## src/rtl/tx_stripe_serializer_if.sv

```systemverilog
// Byte-stream handshake between the upstream byte mux and tx_stripe_serializer.
// master drives bytes in, slave (the serializer) returns in_ready.
interface tx_stripe_serializer_if;
    logic [7:0] in_data;
    logic       in_valid;
    logic       in_ready;

    modport master (output in_data, output in_valid, input in_ready);
    modport slave  (input in_data, input in_valid, output in_ready);
endinterface

```

## src/rtl/tx_stripe_serializer.sv

```systemverilog
// Stripes an incoming byte stream across x1/x2/x4/x8 lanes and serializes each lane LSB-first.
// Optional periodic skip-symbol insertion is enabled by defining TX_SKP_INSERT_EN.
module tx_stripe_serializer #(
    parameter int unsigned LANES        = 4,
    parameter logic [7:0]  IDLE_SYM     = 8'h7C,
    parameter logic [7:0]  SKP_SYM      = 8'h1C,
    parameter int unsigned SKP_INTERVAL = 16
) (
    input  logic                 clk,
    input  logic                 reset,
    input  logic                 enb,
    input  logic [1:0]           width_sel,
    tx_stripe_serializer_if.slave up,
    output logic [LANES-1:0]     lane_out,
    output logic [LANES-1:0]     active_mask,
    output logic                 sym_start
);

    localparam int unsigned MaxCode  = (LANES >= 8) ? 3 : (LANES >= 4) ? 2 : (LANES >= 2) ? 1 : 0;
    localparam logic [1:0]  MaxCodeL = 2'(MaxCode);

    logic [2:0]       cnt_q, cnt_d;
    logic [1:0]       wcode_q, wcode_d;
    logic [LANES-1:0] mask_q, mask_d;
    logic [3:0]       ptr_q, ptr_d;
    logic [7:0]       slot_q [LANES];
    logic [7:0]       slot_d [LANES];
    logic [7:0]       sh_q [LANES];
    logic [7:0]       sh_d [LANES];
    logic             sym_q, sym_d;

    logic       boundary, full, drain, skip, ready, accept;
    logic [3:0] n_cur, wr_idx;
    logic [1:0] wsel_clamp;

    function automatic logic [LANES-1:0] code_mask(input logic [1:0] code);
        logic [LANES-1:0] m;
        m = '0;
        for (int i = 0; i < LANES; i++) begin
            m[i] = (i < (1 << code));
        end
        return m;
    endfunction

`ifdef TX_SKP_INSERT_EN
    localparam int unsigned     SkpW    = $clog2(SKP_INTERVAL);
    localparam logic [SkpW-1:0] SkpLast = SkpW'(SKP_INTERVAL - 1);

    logic [SkpW-1:0] skp_q, skp_d;

    always_comb begin
        skip  = boundary && enb && (skp_q == SkpLast);
        skp_d = skp_q;
        if (boundary && enb) begin
            skp_d = skip ? '0 : skp_q + SkpW'(1);
        end
    end

    always_ff @(posedge clk or negedge reset) begin
        if (!reset) begin
            skp_q <= '0;
        end else begin
            skp_q <= skp_d;
        end
    end
`else
    logic unused_skp;
    assign unused_skp = ^{SKP_SYM, SKP_INTERVAL};
    assign skip       = 1'b0;
`endif

    always_comb begin
        n_cur      = 4'd1 << wcode_q;
        boundary   = (cnt_q == 3'd7);
        full       = (ptr_q == n_cur);
        drain      = boundary && enb && full && !skip;
        ready      = reset && enb && ((ptr_q < n_cur) || drain);
        accept     = up.in_valid && ready;
        wsel_clamp = (width_sel > MaxCodeL) ? MaxCodeL : width_sel;
    end

    always_comb begin
        cnt_d   = cnt_q + 3'd1;
        sym_d   = boundary;
        wcode_d = wcode_q;
        // Width only changes when nothing is staged, so a group never straddles two widths.
        if (boundary && (ptr_q == 4'd0)) begin
            wcode_d = wsel_clamp;
        end
        mask_d = boundary ? code_mask(wcode_d) : mask_q;

        ptr_d  = ptr_q;
        slot_d = slot_q;
        wr_idx = drain ? 4'd0 : ptr_q;
        if (drain) begin
            ptr_d = 4'd0;
        end
        if (accept) begin
            ptr_d = wr_idx + 4'd1;
            for (int i = 0; i < LANES; i++) begin
                if (wr_idx == 4'(i)) begin
                    slot_d[i] = up.in_data;
                end
            end
        end

        for (int i = 0; i < LANES; i++) begin
            if (!boundary) begin
                sh_d[i] = {1'b0, sh_q[i][7:1]};
            end else if (!enb || !mask_d[i]) begin
                sh_d[i] = 8'h00;
            end else if (skip) begin
                sh_d[i] = SKP_SYM;
            end else if (drain) begin
                sh_d[i] = slot_q[i];
            end else begin
                sh_d[i] = IDLE_SYM;
            end
        end
    end

    always_ff @(posedge clk or negedge reset) begin
        if (!reset) begin
            cnt_q   <= '0;
            wcode_q <= '0;
            mask_q  <= LANES'(1);
            ptr_q   <= '0;
            sym_q   <= 1'b0;
            for (int i = 0; i < LANES; i++) begin
                slot_q[i] <= '0;
                sh_q[i]   <= '0;
            end
        end else begin
            cnt_q   <= cnt_d;
            wcode_q <= wcode_d;
            mask_q  <= mask_d;
            ptr_q   <= ptr_d;
            sym_q   <= sym_d;
            slot_q  <= slot_d;
            sh_q    <= sh_d;
        end
    end

    always_comb begin
        for (int i = 0; i < LANES; i++) begin
            lane_out[i] = sh_q[i][0];
        end
    end

    assign active_mask = mask_q;
    assign sym_start   = sym_q;
    assign up.in_ready = ready;

endmodule

```

## src/flat_wrapper.sv

```systemverilog
// flat-port wrapper written by rule: the top's interface ports become plain ports
module tx_stripe_serializer_flat 
#(
    parameter int unsigned LANES        = 4,
    parameter logic [7:0]  IDLE_SYM     = 8'h7C,
    parameter logic [7:0]  SKP_SYM      = 8'h1C,
    parameter int unsigned SKP_INTERVAL = 16
)
  (clk, reset, enb, width_sel, lane_out, active_mask, sym_start, up_in_data, up_in_valid, up_in_ready);
  tx_stripe_serializer_if up_i ();
  input  logic clk;
  input  logic reset;
  input  logic enb;
  input  logic [1:0] width_sel;
  output logic [LANES-1:0] lane_out;
  output logic [LANES-1:0] active_mask;
  output logic sym_start;
  input wire logic [$bits(up_i.in_data)-1:0] up_in_data;
  input wire logic [$bits(up_i.in_valid)-1:0] up_in_valid;
  output wire logic [$bits(up_i.in_ready)-1:0] up_in_ready;
  assign up_i.in_data = up_in_data;
  assign up_i.in_valid = up_in_valid;
  assign up_in_ready = up_i.in_ready;
  tx_stripe_serializer #(.LANES(LANES), .IDLE_SYM(IDLE_SYM), .SKP_SYM(SKP_SYM), .SKP_INTERVAL(SKP_INTERVAL)) u_core (.clk(clk), .reset(reset), .enb(enb), .width_sel(width_sel), .up(up_i), .lane_out(lane_out), .active_mask(active_mask), .sym_start(sym_start));
endmodule
```

## config.mk

```make
export PLATFORM = sky130hd
export DESIGN_NAME = tx_stripe_serializer_flat
export DESIGN_NICKNAME = d
export VERILOG_FILES = /design/src/rtl/tx_stripe_serializer_if.sv /design/src/rtl/tx_stripe_serializer.sv /design/src/flat_wrapper.sv
export SDC_FILE = /design/constraint.sdc
export NUM_CORES = 1
export LEC_CHECK = 0
export CAP_MARGIN = 20
export CORE_MARGIN = 2
export CORE_UTILIZATION = 34
export CTS_CLUSTER_DIAMETER = 30
export CTS_CLUSTER_SIZE = 28
export DETAILED_ROUTE_END_ITERATION = 16
export PLACE_DENSITY_LB_ADDON = 0.25
export SYNTH_ARGS = -nofsm -noshare
export SYNTH_HDL_FRONTEND = slang
export SYNTH_SLANG_ARGS = --single-unit
```

## constraint.sdc

```tcl
create_clock -name clk -period 2.4 [get_ports clk]
set_input_delay 0.36 -clock clk [delete_from_list [all_inputs] [get_ports clk]]
set_output_delay 0.36 -clock clk [all_outputs]
set_load 0.005 [all_outputs]
```

==> flow_metrics.py, run 1 <==
metrics = {
    "synthesis": {
        "synthTopCellsByArea": "dfrtp_1, mux2_2, o2bb2ai_1, o211ai_1, nor2_1",
        "synthesis.area_um2": 3446,
        "avgSynthCellArea_um2": 11.92,
        "synthesis.nets": 309,
        "synth_top_area_share": 0.5592,
        "synth.yosys.seq_area_share": 0.5668,
        "synthTopCellsByCount": "dfrtp_1, mux2_2, nor2_1",
        "synth_most_common_cell": "dfrtp_1",
        "async_reset_ff_frac": 1.000,
        "synth_cells": 289,
        "yosysTopAreaCell": "dfrtp_1",
        "ys.flop_type": "dfrtp_1",
        "yosys_register_bits": 78,
        "synth.distinct_cells": 40,
        "synth_warnings": 0,
        "synth_edf_count": 0,
    },
    "timing": {
        "min_period_over_period": 0.9635,
        "fmaxAchievable_mhz": 432.5,
        "slew_headroom": 0.6174,
        "rsz0062_at_grt": "no",
        "hold_violations": 0,
        "worstMarginPinSlew_ns": 0.5739,
        "post-route-min-period_ns": 2.312,
        "final-max-slew-violation-count": 0,
        "setup_viol": 0,
        "fin_skew_ns": 0.009880,
    },
    "finish": {
        "area_delta_synth_final_pct": 23.24,
        "diodes": 0,
        "nets": 354,
        "drive_gt1_frac": 0.2655,
        "num-fill-cells": 967,
        "final_cell_area_um2": 4247,
    },
    "die": {
        "die_h_um": 104.7,
        "die_x_um": 104.7,
        "core_um2": 9819,
        "initial_utilization": 0.3509,
        "rows": 36,
        "dieArea_um2": 10960,
        "io-pin-count": 24,
    },
    "global_route": {
        "grt_pass1_wl_um": 12230,
        "grt_pass1_vias": 2294,
        "antenna_found_initial": 0,
        "grt_use_total": 0.1418,
        "grt_max_degree": 46,
        "grt.overflow.total": 0,
    },
    "drt": {
        "ant_nets": 0,
        "wl_per_cell_um": 15.33,
        "vias_per_cell": 4.975,
        "drt-initial-drc-count": 115,
        "vias": 2348,
        "dr.pass1.iters": 4,
        "drc": 0,
        "wl_um": 7236,
    },
    "pwr": {
        "irDropWorstVdd_mv": 0.4533,
        "fin_total_pwr_mw": 4.666,
        "powerDensity_nw_per_um2": 1099,
        "leakagePower_nw": 1.878,
    },
    "setup_path": {
        "crit_slowest_cell": "dfrtp_2",
        "crit_path_max_fanout": 5,
        "worstSetupPathType": "flip-flop to output pin",
        "critPathLaunchType": "flip-flop",
        "cp.required_ns": 2.04,
        "r2r-end": "u_core.slot_q[9]",
        "reg2reg_slack_ns": 0.14,
        "rr_worst_depth": 7,
        "cp-end-kind": "output pin",
        "reg2reg_from": "u_core.wcode_q[0]",
        "cp.arrival_ns": 1.95,
        "crit_chain": "nand2b_1, ha_1, and4_4, nand2_1, o21ai_1, and3_1, buf_2",
        "cp_slowest_stage_delay_ns": 0.45,
    },
    "clock_tree": {
        "numCtsBuffers": 9,
        "clockRootBuffer": "clkbuf_8",
        "clock_sinks": 78,
        "clk_latency_ns": 0.35,
        "clk_pin_slew_ns": 0.09,
        "ctsHtreeMaxLevel": 3,
        "cts_tree": "built",
        "clk_path_buf_depth": 2,
    },
    "worst_hold_path": {
        "holdCritPathClass": "input port to asynchronous set/reset pin",
    },
    "run_status": {
        "outcome": "finished clean",
    },
    "placement": {
        "place_congestion": 0.8297,
        "placed_area_um2": 3966,
        "port_buffers": 23,
        "dp_hpwl_um": 4959,
    },
    "flow_run": {
        "drv_cap": 0,
    },
}
==> worst max-delay path by stage <==
stage,to,from,slack (ns),cells past startpoint
2_1_floorplan,up_in_ready,u_core.wcode_q[1],0.05,8
3_3_place_gp,up_in_ready,u_core.wcode_q[1],0.005,7
3_5_place_dp,up_in_ready,u_core.wcode_q[1],-0.02,7
4_1_cts,u_core.slot_q[14],u_core.wcode_q[0],0.0009,7
5_1_grt,up_in_ready,u_core.wcode_q[0],0.01,7
6_report,up_in_ready,u_core.wcode_q[0],0.09,7
==> report_power, final <==
group	internal [mW]	switching [mW]	total [mW]	leakage (nW)
registers	1.72	0.205	1.93	0.976
clock network	0.622	0.497	1.12	0.117
logic	0.856	0.765	1.62	0.785
==> critical path: cells and delay by family, from the launching register on <==
kind,cells,cell delay (ns)
AOI/OAI and AO/OA,1,0.09
and+or+nand+nor,4,0.63
DFF,1,0.45
buffers and inverters,1,0.11
adders and majority gates,1,0.32
==> area by class of cell <==
cell class / count / area, µm² / area share
Tap cell: 133 / 166.4 / 0.03919
Clock inverter: 6 / 91.34 / 0.02151
Inverter: 9 / 33.78 / 0.007955
Sequential cell: 78 / 1954 / 0.4602
Multi-Input combinational cell: 182 / 1385 / 0.3262
Timing Repair Buffer: 54 / 478.0 / 0.1126
Clock buffer: 10 / 137.6 / 0.03241
==> through the flow <==
step | instances | setup slack (ns) | util | setup TNS, ns | hold slack [ns]
floorplan | 289 | 0.04780 | - | 0 | 0.06441
global placement | 454 | 0.004819 | 0.4039 | 0 | 0.2366
detailed placement | 454 | -0.02075 | 0.4039 | -0.02075 | 0.2403
CTS | 472 | 0.0008518 | 0.4300 | 0 | 0.4053
global route | 472 | 0.01484 | 0.4325 | 0 | 0.4326
finish | 472 | 0.08770 | 0.4325 | 0 | 0.4087
==> what timing repair did <==
item / in CTS / in global routing
setup endpoints to repair: 1 / 23
hold endpoints to repair: 12 / 0
buffers inserted: 1 / 0
gates resized for setup: 9 / 6
hold buffers: 1 / 0
pin swaps: 3 / 4
==> per-layer routing <==
metal / vias up / global-route usage / wire [µm]
met3: 11 / 0.03743 / 293
li1: 1139 / - / -
met4: 0 / 0.04952 / 127
met2: 39 / 0.2077 / 3237
met5: - / 0 / 0
met1: 1159 / 0.2026 / 3576
==> registers in the layout, indices dropped and copies added, names as in the netlist <==
name and cells:
u_core.active_mask 4, u_core.cnt_q 3, u_core.lane_out 4, u_core.ptr_q 4
u_core.sh_q 28, u_core.slot_q 32, u_core.sym_start 1, u_core.wcode_q 2
==> layout by cell type, fill, tap and decap left out, drive strengths merged, types with 3 or more instances in the layout <==
cell,count
nor4,3
buf,32
nand2b,5
clkbuf,10
ha,6
a2bb2oi,7
o21ai,8
mux2i,3
a22o,6
inv,11
or3,8
dfrtp,77
o211ai,15
nor2,21
nand3,10
clkdlybuf4s50,21
nand2,18
o2bb2ai,17
mux2,26
and3,5
a21oi,5
==> cells by family (layout without fill, tap and decap cells) <==
kind of cell / count (synthesis) / in the layout / synth area share
flip-flops: 78 / 78 / 0.5668
AO/OA/AOI/OAI: 63 / 63 / 0.1398
AND/OR/NAND/NOR: 84 / 84 / 0.1380
buffers and inverters: 29 / 79 / 0.03994
multiplexers: 29 / 29 / 0.09368
adder cells (fa/ha/maj): 6 / 6 / 0.02179
Power figures use the tool's default switching activity.
==> inputs of run 2 (changes only) <==
--- a/config.mk
+++ b/config.mk
@@ -5,6 +5,7 @@
 export SDC_FILE = /design/constraint.sdc
 export NUM_CORES = 1
 export LEC_CHECK = 0
+export ABC_AREA = 1
 export CAP_MARGIN = 20
 export CORE_MARGIN = 2
 export CORE_UTILIZATION = 34
==> flow_metrics.py, run 2 <==
metrics = {
    "drt": {
        "vias": 2651,
        "ant_nets": 0,
        "drt-initial-drc-count": 160,
        "wl_um": 7446,
        "dr.pass1.iters": 4,
        "vias_per_cell": 4.501,
        "drc": 0,
        "wl_per_cell_um": 12.64,
    },
    "finish": {
        "num-fill-cells": 1064,
        "nets": 468,
        "diodes": 0,
        "area_delta_synth_final_pct": 17.66,
        "final_common_cell": "nand2_1",
        "drive_gt1_frac": 0.1015,
        "multiInputGateArea_um2": 1366,
        "seq_area_um2": 1953,
        "top_register": "u_core.slot_q",
        "final_cells": 589,
        "largest_reg_flops": 32,
        "mostFrequentLayoutCells": "nand2_1, dfrtp_1, inv_1",
        "reg_top3": "u_core.slot_q: 32 flops, u_core.sh_q: 28 flops",
    },
    "worst_hold_path": {
        "holdCritPathClass": "flip-flop to flip-flop",
    },
    "timing": {
        "min_period_over_period": 0.9105,
        "setup_viol": 0,
        "setup_tns_ns": 0,
        "slew_headroom": 0.6398,
        "timing.hold.ws_ns": 0.4269,
        "final-max-slew-violation-count": 0,
        "fmaxAchievable_mhz": 457.6,
        "post-route-min-period_ns": 2.185,
        "rsz0062_at_grt": "no",
        "fin_skew_ns": 0.01124,
        "worstMarginPinSlew_ns": 0.5397,
        "hold_violations": 0,
    },
    "global_route": {
        "antenna_found_initial": 0,
        "grt_use_total": 0.1428,
        "grt_pass1_wl_um": 12650,
        "grt_pass1_vias": 2575,
        "grt_max_degree": 79,
        "grt.overflow.total": 0,
    },
    "setup_path": {
        "crit_path_max_fanout": 9,
        "cp-end-kind": "flip-flop",
        "critPathBufInv": 2,
        "cp.required_ns": 2.69,
        "cp_top_family": "simple AND/OR/NAND/NOR gates",
        "worstSetupPathType": "flip-flop to flip-flop",
        "cp_slowest_stage_delay_ns": 0.41,
        "cp.arrival_ns": 2.47,
        "critPathLaunchType": "flip-flop",
        "crit_top_cell": "nand2_1",
        "crit_slowest_cell": "dfrtp_1",
        "crit_chain": "inv_1, nand2_1, ha_1, nand2_1, nor2_1, nand2_2, buf_4, nand2_1, nor2_1, nand2_2, nor2_4, nand2_1, nand2_1",
    },
    "synthesis": {
        "synth_cells": 420,
        "synthesis.nets": 440,
        "synthTopCellsByArea": "dfrtp_1, nand2_1, o21bai_1, inv_1, o21ai_0",
        "yosys_register_bits": 78,
        "synth_edf_count": 0,
        "avgSynthCellArea_um2": 8.705,
        "synth.yosys.seq_area_share": 0.5342,
        "synthTopCellsByCount": "nand2_1, dfrtp_1, inv_1",
        "synth_warnings": 0,
        "synth_most_common_cell": "nand2_1",
        "synth_top_area_share": 0.5270,
        "ys.flop_type": "dfrtp_1",
        "async_reset_ff_frac": 1.000,
        "yosysTopAreaCell": "dfrtp_1",
        "synth.distinct_cells": 27,
        "synthesis.area_um2": 3656,
    },
    "pwr": {
        "leakagePower_nw": 2.153,
        "irDropWorstVdd_mv": 0.3434,
        "powerDensity_nw_per_um2": 1104,
        "fin_total_pwr_mw": 4.749,
    },
    "clock_tree": {
        "clk_path_buf_depth": 2,
        "numCtsBuffers": 9,
        "ctsHtreeMaxLevel": 3,
        "clk_pin_slew_ns": 0.07,
        "clockRootBuffer": "clkbuf_8",
        "clk_latency_ns": 0.35,
        "clock_sinks": 78,
        "cts_tree": "built",
    },
    "die": {
        "die_x_um": 107.7,
        "dieArea_um2": 11600,
        "initial_utilization": 0.3526,
        "core_um2": 10370,
        "io-pin-count": 24,
        "rows": 37,
        "die_h_um": 107.7,
    },
    "placement": {
        "place_congestion": 0.7359,
        "port_buffers": 23,
        "dp_hpwl_um": 5011,
        "dp_cells": 570,
    },
    "run_status": {
        "outcome": "finished clean",
    },
    "flow_run": {
        "drv_cap": 0,
    },
}
run 2: area by class of cell:
class | instances | area share
timing repair buffer | 34 | 0.07999
multi-input combinational | 270 | 0.3176
tap | 136 | 0.03956
clock inverter | 6 | 0.03112
clock buffer | 10 | 0.02967
inverter | 55 | 0.04799
sequential | 78 | 0.4540
run 2: report_power, final:
part           leakage, nW  total, mW  switching, mW  internal, mW
registers            0.918       1.97          0.205          1.76
logic                 1.10       1.51          0.874         0.635
clock network        0.130       1.27          0.475         0.796
run 2: layer usage:
metal  track usage  vias up  part of all wire
li1              -     1355                 -
met1        0.1968     1249              0.48
met2        0.2143       38              0.46
met3       0.03571        9             0.040
met4       0.05769        0             0.016
met5             0        -                 0
run 2: stage by stage:
step	worst slack [ns]	utilization	area (µm²)
floorplan	0.5705	-	3656
global placement	0.2116	0.3851	3994
detailed placement	0.2258	0.3851	3994
CTS	0.1892	0.4112	4264
global route	0.01103	0.4148	4302
finish	0.2149	0.4148	4302
run 2: final timing paths:
| check | start | end | slack [ns] | cells after the start |
|---|---|---|---|---|
| worst max-delay path | u_core.wcode_q[0] | u_core.slot_q[8] | 0.21 | 13 |
| worst min-delay path | u_core.cnt_q[0] | u_core.cnt_q[0] | 0.43 | 1 |
| worst max register to register | u_core.wcode_q[0] | u_core.slot_q[8] | 0.21 | 13 |
| worst min register to register | u_core.cnt_q[0] | u_core.cnt_q[0] | 0.43 | 1 |
| max in group asynchronous | reset | u_core.slot_q[21] | 1.40 | 4 |
| min in group asynchronous | reset | u_core.sym_start | 0.45 | 3 |
run 2: cells by family (layout without fill, tap and decap cells):
logic type,count (synthesis),count (layout),synth area share
simple gates,197,197,0.2331
flops,78,78,0.5342
buf+inv,72,105,0.09274
compound gates,65,65,0.1146
fa+ha+maj,6,6,0.02053
xor+xnor,2,2,0.004792
run 2: what timing repair did:
action,CTS,global route
endpoints found under the setup margin,1,4
setup buffers,1,0
cloned,0,0
pin swaps,2,1
hold buffers,0,1
endpoints found under the hold margin,0,3
gates resized for setup,2,0
==> inputs of run 3 (changes only) <==
--- a/config.mk
+++ b/config.mk
@@ -7,7 +7,6 @@
 export LEC_CHECK = 0
 export ABC_AREA = 1
 export CAP_MARGIN = 20
-export CORE_MARGIN = 2
 export CORE_UTILIZATION = 34
 export CTS_CLUSTER_DIAMETER = 30
 export CTS_CLUSTER_SIZE = 28
==> flow_metrics.py, run 3 (synthesized netlist as in run 2, its figures left out) <==
metrics = {
    "pwr": {
        "irDropWorstVdd_mv": 0.3616,
        "powerDensity_nw_per_um2": 1060,
        "leakagePower_nw": 2.138,
    },
    "finish": {
        "area_delta_synth_final_pct": 16.56,
        "nets": 468,
        "top_register": "u_core.slot_q",
        "largest_reg_flops": 32,
        "reg_top3": "u_core.slot_q: 32 flops, u_core.sh_q: 28 flops",
        "mostFrequentLayoutCells": "nand2_1, dfrtp_1, inv_1",
        "final_common_cell": "nand2_1",
        "drive_gt1_frac": 0.1060,
        "diodes": 0,
    },
    "setup_path": {
        "cp-end-kind": "output pin",
        "rr_worst_depth": 13,
        "cp.arrival_ns": 1.83,
        "reg2reg_from": "u_core.wcode_q[0]",
        "r2r-end": "u_core.slot_q[3]",
        "crit_path_max_fanout": 4,
        "critPathLaunchType": "flip-flop",
        "reg2reg_slack_ns": 0.23,
        "worstSetupPathType": "flip-flop to output pin",
        "cp.required_ns": 2.04,
    },
    "drt": {
        "ant_nets": 0,
        "vias_per_cell": 4.535,
        "wl_per_cell_um": 12.90,
        "vias": 2671,
        "drc": 0,
        "wl_um": 7600,
        "drt-initial-drc-count": 133,
        "dr.pass1.iters": 4,
    },
    "timing": {
        "rsz0062_at_grt": "no",
        "slew_headroom": 0.6438,
        "fin_skew_ns": 0.01011,
        "worstMarginPinSlew_ns": 0.5337,
        "post-route-min-period_ns": 2.190,
        "timing.hold.ws_ns": 0.4347,
        "fmaxAchievable_mhz": 456.7,
        "setup_viol": 0,
        "min_period_over_period": 0.9123,
        "hold_violations": 0,
        "final-max-slew-violation-count": 0,
        "setup_tns_ns": 0,
    },
    "global_route": {
        "grt.overflow.total": 0,
        "antenna_found_initial": 0,
        "grt_use_total": 0.1486,
        "grt_pass1_wl_um": 12620,
        "grt_pass1_vias": 2562,
        "grt_max_degree": 79,
    },
    "worst_hold_path": {
        "holdCritPathClass": "flip-flop to flip-flop",
        "hold_start": "u_core.cnt_q[0]",
        "min_to": "u_core.cnt_q[0]",
        "hold_depth": 1,
    },
    "placement": {
        "place_congestion": 0.7503,
        "port_buffers": 23,
        "dp_hpwl_um": 5108,
    },
    "die": {
        "io-pin-count": 24,
        "die_x_um": 105.7,
        "core_um2": 10370,
        "dieArea_um2": 11170,
        "die_h_um": 105.7,
        "rows": 37,
        "initial_utilization": 0.3526,
    },
    "clock_tree": {
        "clk_path_buf_depth": 2,
        "clk_pin_slew_ns": 0.08,
        "clockRootBuffer": "clkbuf_8",
        "clock_sinks": 78,
        "numCtsBuffers": 9,
        "clk_latency_ns": 0.35,
        "ctsHtreeMaxLevel": 3,
        "cts_tree": "built",
    },
    "run_status": {
        "outcome": "finished clean",
    },
    "flow_run": {
        "drv_cap": 0,
    },
}
[run 3: worst max path at each step]
stage	depth (start not counted)	slack [ns]	from	end
floorplan	12	0.57	u_core.wcode_q[0]	u_core.slot_q[24]
global placement	8	0.21	enb	up_in_ready
detailed placement	8	0.24	enb	up_in_ready
CTS	10	0.17	u_core.wcode_q[0]	up_in_ready
global route	13	0.002	u_core.wcode_q[0]	u_core.slot_q[8]
finish	10	0.21	u_core.wcode_q[0]	up_in_ready
[run 3: final cells by class]
cell class                 instances  area (µm²)
timing repair buffer              34       344.1
multi-input combinational        270        1369
clock buffer                      13       178.9
sequential                        78        1953
tap                              136       170.2
fill                            1056        6108
clock inverter                     3       40.04
inverter                          55       206.4
[run 3: layer usage]
metal  up-vias  global-route usage  part of all wire
met2        40              0.2381              0.48
met4         0             0.04762            0.0097
met1      1265              0.1890              0.47
met3         9             0.04886             0.040
li1       1357                   -                 -
met5         -                   0                 0
[run 3: stage by stage]
step                utilization  instances  cell area [µm²]  setup slack (ns)  power (mW)
floorplan                     -        420             3656            0.5705       3.084
finish                   0.4110        589             4262            0.2105       4.516
detailed placement       0.3851        570             3994            0.2354       3.468
global route             0.4110        589             4262          0.002383       4.884
CTS                      0.4071        587             4222            0.1714       4.560
global placement         0.3851        570             3994            0.2098       3.431
[run 3: worst max-delay path, stage by stage, from the launching register on]
cell           delay (ns)
dfrtp_1              0.41
inv_1                0.08
nand2_1              0.05
ha_1                 0.27
nand2_1              0.06
nor2_1               0.13
nand2_2              0.07
nand2_2              0.09
nand2_1              0.05
inv_1                0.04
dlygate4sd2_1        0.22
[run 3: power breakdown]
part / switching, mW / total (mW) / internal [mW]
combinational: 0.874 / 1.48 / 0.606
sequential: 0.214 / 1.98 / 1.76
clock: 0.466 / 1.06 / 0.591
total: 1.55 / 4.52 / 2.96
[run 3: timing repair]
item	4_1_cts	5_1_grt
buffers inserted	1	0
gates resized for setup	2	1
hold endpoints to repair	0	13
hold buffers	0	1
endpoints found under the setup margin	1	5
pin swaps	1	1
